--- src/rtl/dual_slope_seq.sv ---
`default_nettype none
// ============================================================================
//  Module      : dual_slope_seq
//  Description : Phase sequencer for the MC14433 dual-slope conversion
//                datapath. It steps the integrator through auto-zero,
//                signal-integrate and reference de-integrate, and counts the
//                de-integrate time until the comparator crosses zero. At end
//                of conversion it latches count, polarity and over/under-range
//                (when DU is high), then pulses EOC.
//  Revision    : 1.0  initial release
// ============================================================================
module dual_slope_seq #(
    parameter int CW        = 12,
    parameter int AZ_CNT    = 1000,
    parameter int INT_CNT   = 1000,
    parameter int DEINT_MAX = 1999,
    parameter int UR_LIM    = 180
) (
    input  logic          CP15,
    input  logic          R,
    input  logic          RUN,
    input  logic          COMP,
    input  logic          DU,
    output logic          AZ_EN,
    output logic          INT_EN,
    output logic          DEI_EN,
    output logic          REF_POL,
    output logic          EOC,
    output logic          BUSY,
    output logic [CW-1:0] RESULT,
    output logic          POL,
    output logic          OVR,
    output logic          UR
);

    // Sequencer states
    localparam logic [2:0] S_IDLE  = 3'd0;
    localparam logic [2:0] S_AZ    = 3'd1;
    localparam logic [2:0] S_INT   = 3'd2;
    localparam logic [2:0] S_DEINT = 3'd3;
    localparam logic [2:0] S_EOC   = 3'd4;

    // Terminal counts, pre-sized to the counter width
    localparam logic [CW-1:0] AZ_LAST    = CW'(AZ_CNT - 1);
    localparam logic [CW-1:0] INT_LAST   = CW'(INT_CNT - 1);
    localparam logic [CW-1:0] DEINT_TOP  = CW'(DEINT_MAX);

    logic [2:0]    state;
    logic [CW-1:0] cnt;
    logic          pol_r;
    logic [CW-1:0] res_r;
    logic          ovr_r;
    logic          ur_next;

    // Underrange only applies to an in-range result; compared at 32 bits so a
    // limit wider than the counter cannot be truncated.
    assign ur_next = (32'(res_r) < 32'(UR_LIM)) && !ovr_r;

    // Phase enables are pure decodes of the registered state
    assign AZ_EN   = (state == S_AZ);
    assign INT_EN  = (state == S_INT);
    assign DEI_EN  = (state == S_DEINT);
    assign EOC     = (state == S_EOC);
    assign BUSY    = (state != S_IDLE);
    assign REF_POL = pol_r;

    // Phase sequencing, phase counter and end-of-integrate/de-integrate captures
    always_ff @(posedge CP15) begin
        if (R) begin
            state <= S_IDLE;
            cnt   <= '0;
            pol_r <= 1'b0;
            res_r <= '0;
            ovr_r <= 1'b0;
        end else begin
            case (state)
                S_IDLE: begin
                    cnt <= '0;
                    if (RUN) begin
                        state <= S_AZ;
                    end
                end
                S_AZ: begin
                    if (cnt == AZ_LAST) begin
                        state <= S_INT;
                        cnt   <= '0;
                    end else begin
                        cnt <= cnt + 1'b1;
                    end
                end
                S_INT: begin
                    if (cnt == INT_LAST) begin
                        // Input polarity is the comparator state after integrating
                        pol_r <= COMP;
                        state <= S_DEINT;
                        cnt   <= '0;
                    end else begin
                        cnt <= cnt + 1'b1;
                    end
                end
                S_DEINT: begin
                    if (COMP != pol_r) begin
                        // Zero crossing wins even in the full-scale cycle
                        res_r <= cnt;
                        ovr_r <= 1'b0;
                        state <= S_EOC;
                    end else if (cnt == DEINT_TOP) begin
                        res_r <= DEINT_TOP;
                        ovr_r <= 1'b1;
                        state <= S_EOC;
                    end else begin
                        cnt <= cnt + 1'b1;
                    end
                end
                S_EOC: begin
                    cnt   <= '0;
                    state <= RUN ? S_AZ : S_IDLE;
                end
                default: begin
                    state <= S_IDLE;
                    cnt   <= '0;
                end
            endcase
        end
    end

    // Display-side result registers, loaded at the end of the EOC cycle when DU is set
    always_ff @(posedge CP15) begin
        if (R) begin
            RESULT <= '0;
            POL    <= 1'b0;
            OVR    <= 1'b0;
            UR     <= 1'b0;
        end else if (state == S_EOC && DU) begin
            RESULT <= res_r;
            POL    <= pol_r;
            OVR    <= ovr_r;
            UR     <= ur_next;
        end
    end

endmodule
`default_nettype wire

--- config.mk ---
export PLATFORM = sky130hd
export DESIGN_NAME = dual_slope_seq
export DESIGN_NICKNAME = d
export VERILOG_FILES = /design/src/rtl/dual_slope_seq.sv
export SDC_FILE = /design/constraint.sdc
export NUM_CORES = 1
export LEC_CHECK = 0
export ABC_AREA = 1
export CAP_MARGIN = 10
export CORE_AREA = 2 2 72 57
export CTS_CLUSTER_SIZE = 20
export DETAILED_ROUTE_END_ITERATION = 8
export DIE_AREA = 0 0 74 59
export PLACE_DENSITY_LB_ADDON = 0.25
export SETUP_SLACK_MARGIN = 0.3
export SLEW_MARGIN = 20
export SYNTH_ARGS = -nofsm -noshare
export SYNTH_HDL_FRONTEND = slang
export SYNTH_SLANG_ARGS = --single-unit
--- constraint.sdc ---
create_clock -name CP15 -period 3.8 [get_ports CP15]
set_input_delay 0.76 -clock CP15 [delete_from_list [all_inputs] [get_ports CP15]]
set_output_delay 0.76 -clock CP15 [all_outputs]
set_load 0.03 [all_outputs]
==> impl_metrics.ini, run 1 <==
[place]
globalplace.congestion = 0.863
dp_hpwl_mm = 3.12
port-buffer-count = 25

[global_route]
grt_max_degree = 32
grt_use_total_pct = 21.7
grt-busiest-layer = met2
grt_overflow = 0
use_met1_pct = 30.1
grt_pass1_wl_mm = 7.29
grt_antenna_before_repair = 0
met3_usage_pct = 5.44
grt_pass1_vias = 1618
grt_use_met2_pct = 33.4

[detailed_routing]
first_pass_iters = 4
wl_per_cell_um = 11.7
vias = 1866
totalWireLength_mm = 4.30
via_per_inst = 5.08
drc = 0
drtIter0Drc = 72
ant_nets = 0

[sta]
finalCritPeriodShare_pct = 64.0
timing.final.hold_violations = 0
skew_ps = 8.22
worstMarginPinSlew_ps = 329
maxSlewHeadroom_pct = 78.1
max_freq_mhz = 411
slew_viol_final = 0
grt_setup_unrepaired = false
fin_tns_setup_ps = 0
finalSetupViolCount = 0
final.min_clock_period_ps = 2430

[clocking]
ctsHoldBuffers = 0
cts_buffers = 5
cts-resized-gates = 0
clock_latency_ps = 300
path_clk_slew_ps = 80
cts_tree = yes
cts_sinks = 44
clock_path_buffers = 2
h-tree-depth = 2
post_cts_buffers = 0
clockRootBuffer = clkbuf_8

[hold_path]
hp-class = flop to flop

[final_layout]
layout.nets = 320
drive_above_1_share_pct = 12.4
antennaDiodeCount = 0
areaGrowthSynthToFinish_pct = 17.7
fillers = 330

[yosys]
synth_top_family_by_area = simple AND/OR/NAND/NOR gates
ys_top_cells_by_count = 83 x nand2_1, 44 x dfxtp_1, 27 x a21oi_1, 26 x inv_1, 24 x nor2_1
synth_top_area_share_pct = 42.4
synthesis.nets = 296
async_flop_share_pct = 0
yosys.area.top_type = dfxtp_1
synth-xor-area-share_pct = 1.26
synth_compound_gate_area_share_pct = 11.7
avgSynthCellArea_sq_um = 7.17
synth.most_common_cell = nand2_1
ys_top_cells_by_area = dfxtp_1 42%, nand2_1 15%, a21oi_1 6.5%
seq_area_frac_synth_pct = 42.4
netlist_instances = 290
yosys_warnings = 0
yosys.area_share.simple_pct = 35.3
netlist-cell-type-count = 28
synth-seq-cells = 44
syn-cell-area_sq_mm = 0.00208
synth_edf_count = 0
synthMuxAreaShare_pct = 0
yosys.area_share.adder_pct = 0.602
synth_ff_type = dfxtp_1

[power_and_ir_drop]
leakagePower_nw = 0.994
power_mw = 1.15
powerDensity_mw_per_mm2 = 470
peakVddDrop_uv = 321

[worst_setup_path]
critPathMaxStageDelay_ps = 660
cp.arrival_ps = 1670
crit_chain = nor2_1, nand2_1, inv_2, clkdlybuf4s50_1
r2r_setup_slack_ps = 2130
end_kind = output pin
crit_path_start_kind = flop
crit_required_ps = 3040
crit_fanout = 4
cp_slowest_cell = clkdlybuf4s50_1
crit_type = flop to output pin

[die]
start_util_pct = 57.9
fp-row-count = 19
floorplan.die_area_sq_mm = 0.00437
core_sq_mm = 0.00359
fp.dieW_um = 74
die_y_um = 59
io_pins = 26

[outcome]
status = complete, no violations

[job]
drv_cap = 0
==> where the power goes <==
part / internal (mW) / switching, mW / total, mW
clock: 0.195 / 0.154 / 0.349
sequential: 0.485 / 0.0238 / 0.509
combinational: 0.101 / 0.192 / 0.293
total: 0.781 / 0.370 / 1.15
==> kinds of logic after synthesis <==
| logic type | count (synthesis) |
|---|---|
| simple gates | 157 |
| compound gates | 44 |
| xor+xnor | 3 |
| buf+inv | 41 |
| fa+ha+maj | 1 |
| flops | 44 |
==> routing by layer <==
layer / wire length (um) / up-vias
met3: 196 / 7
li1: - / 967
met1: 2160 / 855
met5: 0 / -
met2: 1890 / 37
met4: 57 / 0
==> cells in the final DEF (no fill, tap or decap), drive strengths merged, types with 3 or more instances in the layout <==
cell type      count
a21oi             29
clkbuf             6
clkdlybuf4s50     25
dfxtp             44
inv               32
nand2             93
nand3             24
nand4              3
nor2              30
nor3               5
o21ai              9
o21bai             4
xor2               3
==> worst paths after layout <==
kind / startpoint / end / cells after the start
max: state[0]$_SDFFE_PP0P_ / EOC / 4
min: POL$_SDFFE_PP0P_ / POL$_SDFFE_PP0P_ / 2
max reg2reg: cnt[0]$_SDFFE_PP0P_ / cnt[10]$_SDFFE_PP0P_ / 10
min reg2reg: POL$_SDFFE_PP0P_ / POL$_SDFFE_PP0P_ / 2
==> registers in the layout (all words and copies together), names as in the netlist <==
register	flops
UR	1
state	3
POL	1
RESULT	12
res_r	12
REF_POL	1
OVR	1
cnt	12
ovr_r	1
==> stage by stage <==
step	worst slack, ps	utilization, %	hold WS, ps	std cells	area [sq um]
final	1370	68.1	465	367	2450
after global routing	1240	68.1	482	367	2450
after CTS	1350	68.1	467	367	2450
after detailed placement	1460	65.1	456	359	2340
after global placement	1480	65.1	453	359	2340
after floorplan	2170	-	439	290	2080
==> final cells by class <==
| type | count | area, sq um | share of cell area, % |
|---|---|---|---|
| inverters | 32 | 120 | 4.91 |
| flip-flops and latches | 44 | 881 | 36.0 |
| clock buffers | 6 | 72.6 | 2.97 |
| clock inverters | 2 | 35.0 | 1.43 |
| well taps | 52 | 65.1 | 2.66 |
| multi-input cells | 205 | 1010 | 41.5 |
| repair buffers | 26 | 258 | 10.5 |
==> worst max-delay path: cells and delay by family, from the launching register on <==
kind | cells | cell delay, ps
buffers and inverters | 2 | 740
DFF | 1 | 340
and+or+nand+nor | 2 | 290
No activity file was read; power rests on OpenSTA's default activity.
==> run 2, diff against run 1 <==
--- a/config.mk
+++ b/config.mk
@@ -7,10 +7,10 @@
 export LEC_CHECK = 0
 export ABC_AREA = 1
 export CAP_MARGIN = 10
-export CORE_AREA = 2 2 72 57
+export CORE_AREA = 2 2 75 59
 export CTS_CLUSTER_SIZE = 20
 export DETAILED_ROUTE_END_ITERATION = 8
-export DIE_AREA = 0 0 74 59
+export DIE_AREA = 0 0 77 61
 export PLACE_DENSITY_LB_ADDON = 0.25
 export SETUP_SLACK_MARGIN = 0.3
 export SLEW_MARGIN = 20
==> constraint.sdc (replaced) <==
create_clock -name CP15 -period 2.5 [get_ports CP15]
set_input_delay 0.5 -clock CP15 [delete_from_list [all_inputs] [get_ports CP15]]
set_output_delay 0.5 -clock CP15 [all_outputs]
set_load 0.03 [all_outputs]
==> run 2 against run 1 <==
Net effect:
- routed wire length rose by 1.6%
- critical path depth did not move
- flip-flop and latch count did not move
- highest routed layer unchanged
- cell count rose by 0.82%
- largest cell class unchanged
- via count rose by 0.32%
- combinational power rose by 53%
- sequential share of layout area fell by 0.36 points
==> impl_metrics.ini, run 2 (synthesized netlist as in run 1, its figures left out) <==
[die]
fp-row-count = 20
die_y_um = 61
floorplan.die_area_sq_mm = 0.00470
fp.dieW_um = 77
io_pins = 26
start_util_pct = 52.6
core_sq_mm = 0.00395

[global_route]
grt_pass1_wl_mm = 7.49
grt_max_degree = 31
grt_pass1_vias = 1648
grt_use_total_pct = 20.0
grt_antenna_before_repair = 0
grt_overflow = 0

[clocking]
cts_sinks = 44
post_cts_buffers = 0
cts_tree = yes
cts-resized-gates = 0
clockRootBuffer = clkbuf_8
cts_buffers = 5
ctsHoldBuffers = 0
h-tree-depth = 2
clock_latency_ps = 290
path_clk_slew_ps = 80
clock_path_buffers = 2

[hold_path]
hp-class = flop to flop

[worst_setup_path]
crit_chain = inv_2, nand3_1, inv_1, clkdlybuf4s50_1
crit_path_start_kind = flop
crit_buf_inv = 3
end_kind = output pin
crit_required_ps = 2000
crit_type = flop to output pin
critical-path-top-delay-family = buffers and inverters
cp_slowest_cell = clkdlybuf4s50_1
cp.arrival_ps = 1550
critPathMaxStageDelay_ps = 670
crit_fanout = 5

[power_and_ir_drop]
clockPowerShare_pct = 31.8
power_switching_uw = 571
leakagePower_nw = 1.05
switching_share_pct = 31.9
p_int_mw = 1.22
peakVddDrop_uv = 386
powerDensity_mw_per_mm2 = 723
p_comb_share_pct = 25.0
pwr-share-seq_pct = 43.1

[sta]
maxSlewHeadroom_pct = 78.2
finalSetupViolCount = 0
finalCritPeriodShare_pct = 81.9
worstMarginPinSlew_ps = 327
timing.final.hold_violations = 0
max_freq_mhz = 489
skew_ps = 8.67
grt_setup_unrepaired = false
slew_viol_final = 0
finalWorstSetupSlack_ps = 454
final.min_clock_period_ps = 2050
fin_tns_setup_ps = 0

[final_layout]
areaGrowthSynthToFinish_pct = 18.9
fin_area_sq_mm = 0.00247
antennaDiodeCount = 0
drive_above_1_share_pct = 12.7
final_cell_mix = 83 x nand2_1, 44 x dfxtp_1, 27 x a21oi_1
layout_commonest_cell = nand2_1
reg_top3 = RESULT x12, cnt x12, res_r x12
layout.nets = 320

[place]
port-buffer-count = 25
globalplace.congestion = 0.864
place_ws_ps = 401
dpl-instance-area_sq_mm = 0.00234
dp_hpwl_mm = 3.13

[detailed_routing]
via_per_inst = 5.06
drtIter0Drc = 60
first_pass_iters = 5
totalWireLength_mm = 4.37
drc = 0
vias = 1872
ant_nets = 0
wl_per_cell_um = 11.8

[outcome]
status = complete, no violations

[job]
drv_cap = 0
[run 2: cell count changes in the layout (fill, tap and decap cells not counted)]
cell | before | now
clkbuf_8 | 5 | 6
dlymetal6s2s_1 | 0 | 3
clkinv_2 | 1 | 0
clkbuf_1 | 1 | 0
clkdlybuf4s50_1 | 25 | 22
clkinv_4 | 0 | 1
[run 2: layout make-up]
| cell class | instances | area (sq um) |
|---|---|---|
| clock buffers | 6 | 82.6 |
| clock inverters | 2 | 38.8 |
| fillers | 397 | 1480 |
| inverters | 32 | 120 |
| multi-input cells | 205 | 1010 |
| flip-flops and latches | 44 | 881 |
| well taps | 55 | 68.8 |
| repair buffers | 26 | 265 |
[run 2: worst paths after layout]
path,start,to,slack (ps),depth (start not counted)
worst max-delay path,state[2]$_SDFFE_PP0P_,AZ_EN,450,4
worst min-delay path,POL$_SDFFE_PP0P_,POL$_SDFFE_PP0P_,470,2
worst max register to register,cnt[0]$_SDFFE_PP0P_,cnt[11]$_SDFFE_PP0P_,840,10
worst min register to register,POL$_SDFFE_PP0P_,POL$_SDFFE_PP0P_,470,2
[run 2: per-stage QoR]
step / cells / power (mW) / hold WS (ps) / utilization, %
after floorplan: 290 / 1.12 / 439 / -
after global placement: 362 / 1.23 / 454 / 59.2
after detailed placement: 362 / 1.23 / 456 / 59.2
after CTS: 370 / 1.80 / 468 / 62.3
after global routing: 370 / 1.89 / 483 / 62.5
final: 370 / 1.79 / 467 / 62.5
[run 2: power groups by stage]
stage,clock network [mW],logic (mW),registers (mW)
after global placement,0,0.439,0.788
after detailed placement,0,0.447,0.787
after CTS,0.577,0.449,0.770
after floorplan,0,0.337,0.781
final,0.569,0.447,0.770
after global routing,0.610,0.498,0.777
[run 2: layer usage]
metal / global-route usage [%] / wire length [um] / share of wire (%)
met1: 28.0 / 2240 / 51
met2: 31.6 / 1890 / 43
met3: 4.76 / 220 / 5.0
met4: 5.36 / 18 / 0.41
met5: 0 / 0 / 0
[run 2: worst min-delay path: stages (launching register included)]
cell     delay (ps)
dfxtp_1         320
nand2_1          60
a21oi_1          50
==> run 3, diff against run 2 <==
==> constraint.sdc (replaced) <==
create_clock -name CP15 -period 1.9 [get_ports CP15]
set_input_delay 0.38 -clock CP15 [delete_from_list [all_inputs] [get_ports CP15]]
set_output_delay 0.38 -clock CP15 [all_outputs]
set_load 0.03 [all_outputs]
==> run 3 against run 2 <==
Net effect:
- utilization grew 2.5 points
- power increased by 33%
- clock skew decreased by 3.7 ps
- via count is 3.1% higher
- non-clock buffer count rose by 6
- critical path depth did not move
- routed wire length grew 7.3%
- sequential share of layout area fell by 0.85 points
- setup slack worse by 140 ps
- global-route usage grew 0.10 points
- flip-flop and latch count unchanged
==> impl_metrics.ini, run 3 (synthesized netlist as in run 1, its figures left out) <==
[outcome]
status = complete, no violations

[global_route]
grt_use_met2_pct = 33.6
grt_use_total_pct = 20.1
grt_overflow = 0
grt-busiest-layer = met2
use_met1_pct = 26.6
grt_pass1_vias = 1733
grt_max_degree = 31
grt_antenna_before_repair = 0
grt_pass1_wl_mm = 7.49
met3_usage_pct = 4.17

[detailed_routing]
vias = 1930
ant_nets = 0
first_pass_iters = 4
wl_per_cell_um = 12.4
drc = 0
drtIter0Drc = 137
totalWireLength_mm = 4.69
via_per_inst = 5.12

[sta]
max_freq_mhz = 629
finalWorstSetupSlack_ps = 311
finalCritPeriodShare_pct = 83.6
grt_setup_unrepaired = true
slew_viol_final = 0
timing.final.hold_violations = 0
whs_ps = 464
maxSlewHeadroom_pct = 76.1
worstMarginPinSlew_ps = 357
skew_ps = 4.93
finalSetupViolCount = 0
final.min_clock_period_ps = 1590
fin_tns_setup_ps = 0

[die]
floorplan.die_area_sq_mm = 0.00470
io_pins = 26
fp-row-count = 20
start_util_pct = 52.6
fp.dieW_um = 77
die_y_um = 61
core_sq_mm = 0.00395

[power_and_ir_drop]
pwr-share-seq_pct = 43.6
powerDensity_mw_per_mm2 = 925
clockPowerShare_pct = 30.1
power_switching_uw = 789
leakagePower_nw = 1.15
p_int_mw = 1.59
power_mw = 2.38
switching_share_pct = 33.2
p_comb_share_pct = 26.3
peakVddDrop_uv = 615

[job]
drv_cap = 0

[clocking]
h-tree-depth = 2
clock_path_buffers = 2
cts_sinks = 44
clock_latency_ps = 300
clockRootBuffer = clkbuf_8
cts_tree = yes
cts_buffers = 5
path_clk_slew_ps = 80

[final_layout]
seqCellArea_sq_um = 895
final_cell_mix = 82 x nand2_1, 37 x dfxtp_1, 27 x a21oi_1
reg_top3 = RESULT x12, cnt x12, res_r x12
areaGrowthSynthToFinish_pct = 23.7
instances_no_fill = 377
drive_above_1_share_pct = 19.9
layout_commonest_cell = nand2_1
antennaDiodeCount = 0
multiInputGateArea_sq_mm = 0.00110
layout.nets = 327
fillers = 374

[worst_setup_path]
cp_slowest_cell = dfxtp_1
crit_required_ps = 1520
critPathMaxStageDelay_ps = 330
crit_path_start_kind = flop
critical-path-top-delay-family = buffers and inverters
crit_chain = inv_2, nand3_2, clkinv_4, clkbuf_4
crit_fanout = 5
end_kind = output pin
crit_type = flop to output pin
crit_buf_inv = 3
cp.arrival_ps = 1210

[place]
place_inst = 366
dp_hpwl_mm = 3.19
globalplace.congestion = 0.791
place_ws_ps = 26.2
port-buffer-count = 25

[hold_path]
hp-class = flop to flop
[run 3: changes by cell type in the layout (fill, tap and decap cells not counted), sizes merged]
cell,previous run,this run
clkdlybuf4s50,22,4
dlygate4sd2,0,16
buf,1,9
dlymetal6s2s,3,0
clkdlybuf4s15,0,2
clkbuf,6,7
clkinv,1,2
inv,32,31
nand2,93,94
[run 3: area by class of cell]
type | instances | area share (%)
Clock buffer | 6 | 2.82
Clock inverter | 2 | 1.36
Inverter | 32 | 4.87
Multi-Input combinational cell | 206 | 42.7
Sequential cell | 44 | 34.8
Tap cell | 55 | 2.68
Timing Repair Buffer | 32 | 10.8
[run 3: worst min-delay path, stage by stage (launching register included)]
cell and delay [ps]:
dfxtp_1 310, nand2_1 60, a21oi_1 50
[run 3: metrics by stage]
stage          utilization [%]  cell area [sq um]
2_1_floorplan                -               2080
3_3_place_gp              60.0               2370
3_5_place_dp              60.0               2370
4_1_cts                   62.3               2460
5_1_grt                   65.0               2570
6_report                  65.0               2570
[run 3: timing repair]
item	4_1_cts	5_1_grt
buffers inserted	0	2
endpoints found under the setup margin	28	33
resized for setup	31	31
pin swaps	0	6
cloned	0	1
hold buffers	0	0
[run 3: path summary, 6_finish.rpt]
kind                               start                     end  slack (ps)  depth (start not counted)
setup / recovery   state[2]$_SDFFE_PP0P_                  DEI_EN         310                          4
hold / removal    RESULT[8]$_SDFFE_PP0P_  RESULT[8]$_SDFFE_PP0P_         460                          2
setup reg to reg     cnt[0]$_SDFFE_PP0P_    cnt[10]$_SDFFE_PP0P_         390                         10
hold reg to reg   RESULT[8]$_SDFFE_PP0P_  RESULT[8]$_SDFFE_PP0P_         460                          2
[run 3: power by group through the flow]
stage / sequential (mW) / combinational [mW] / clock (mW)
finish: 1.04 / 0.625 / 0.716
global route: 1.04 / 0.692 / 0.759
CTS: 1.01 / 0.595 / 0.725
detailed placement: 1.04 / 0.605 / 0
global placement: 1.03 / 0.600 / 0
floorplan: 1.03 / 0.443 / 0
[run 3: layer usage]
layer / vias to the layer above / wire (um)
met1: 865 / 2140
met2: 59 / 2190
met5: - / 0
li1: 994 / -
met4: 0 / 82
met3: 12 / 274
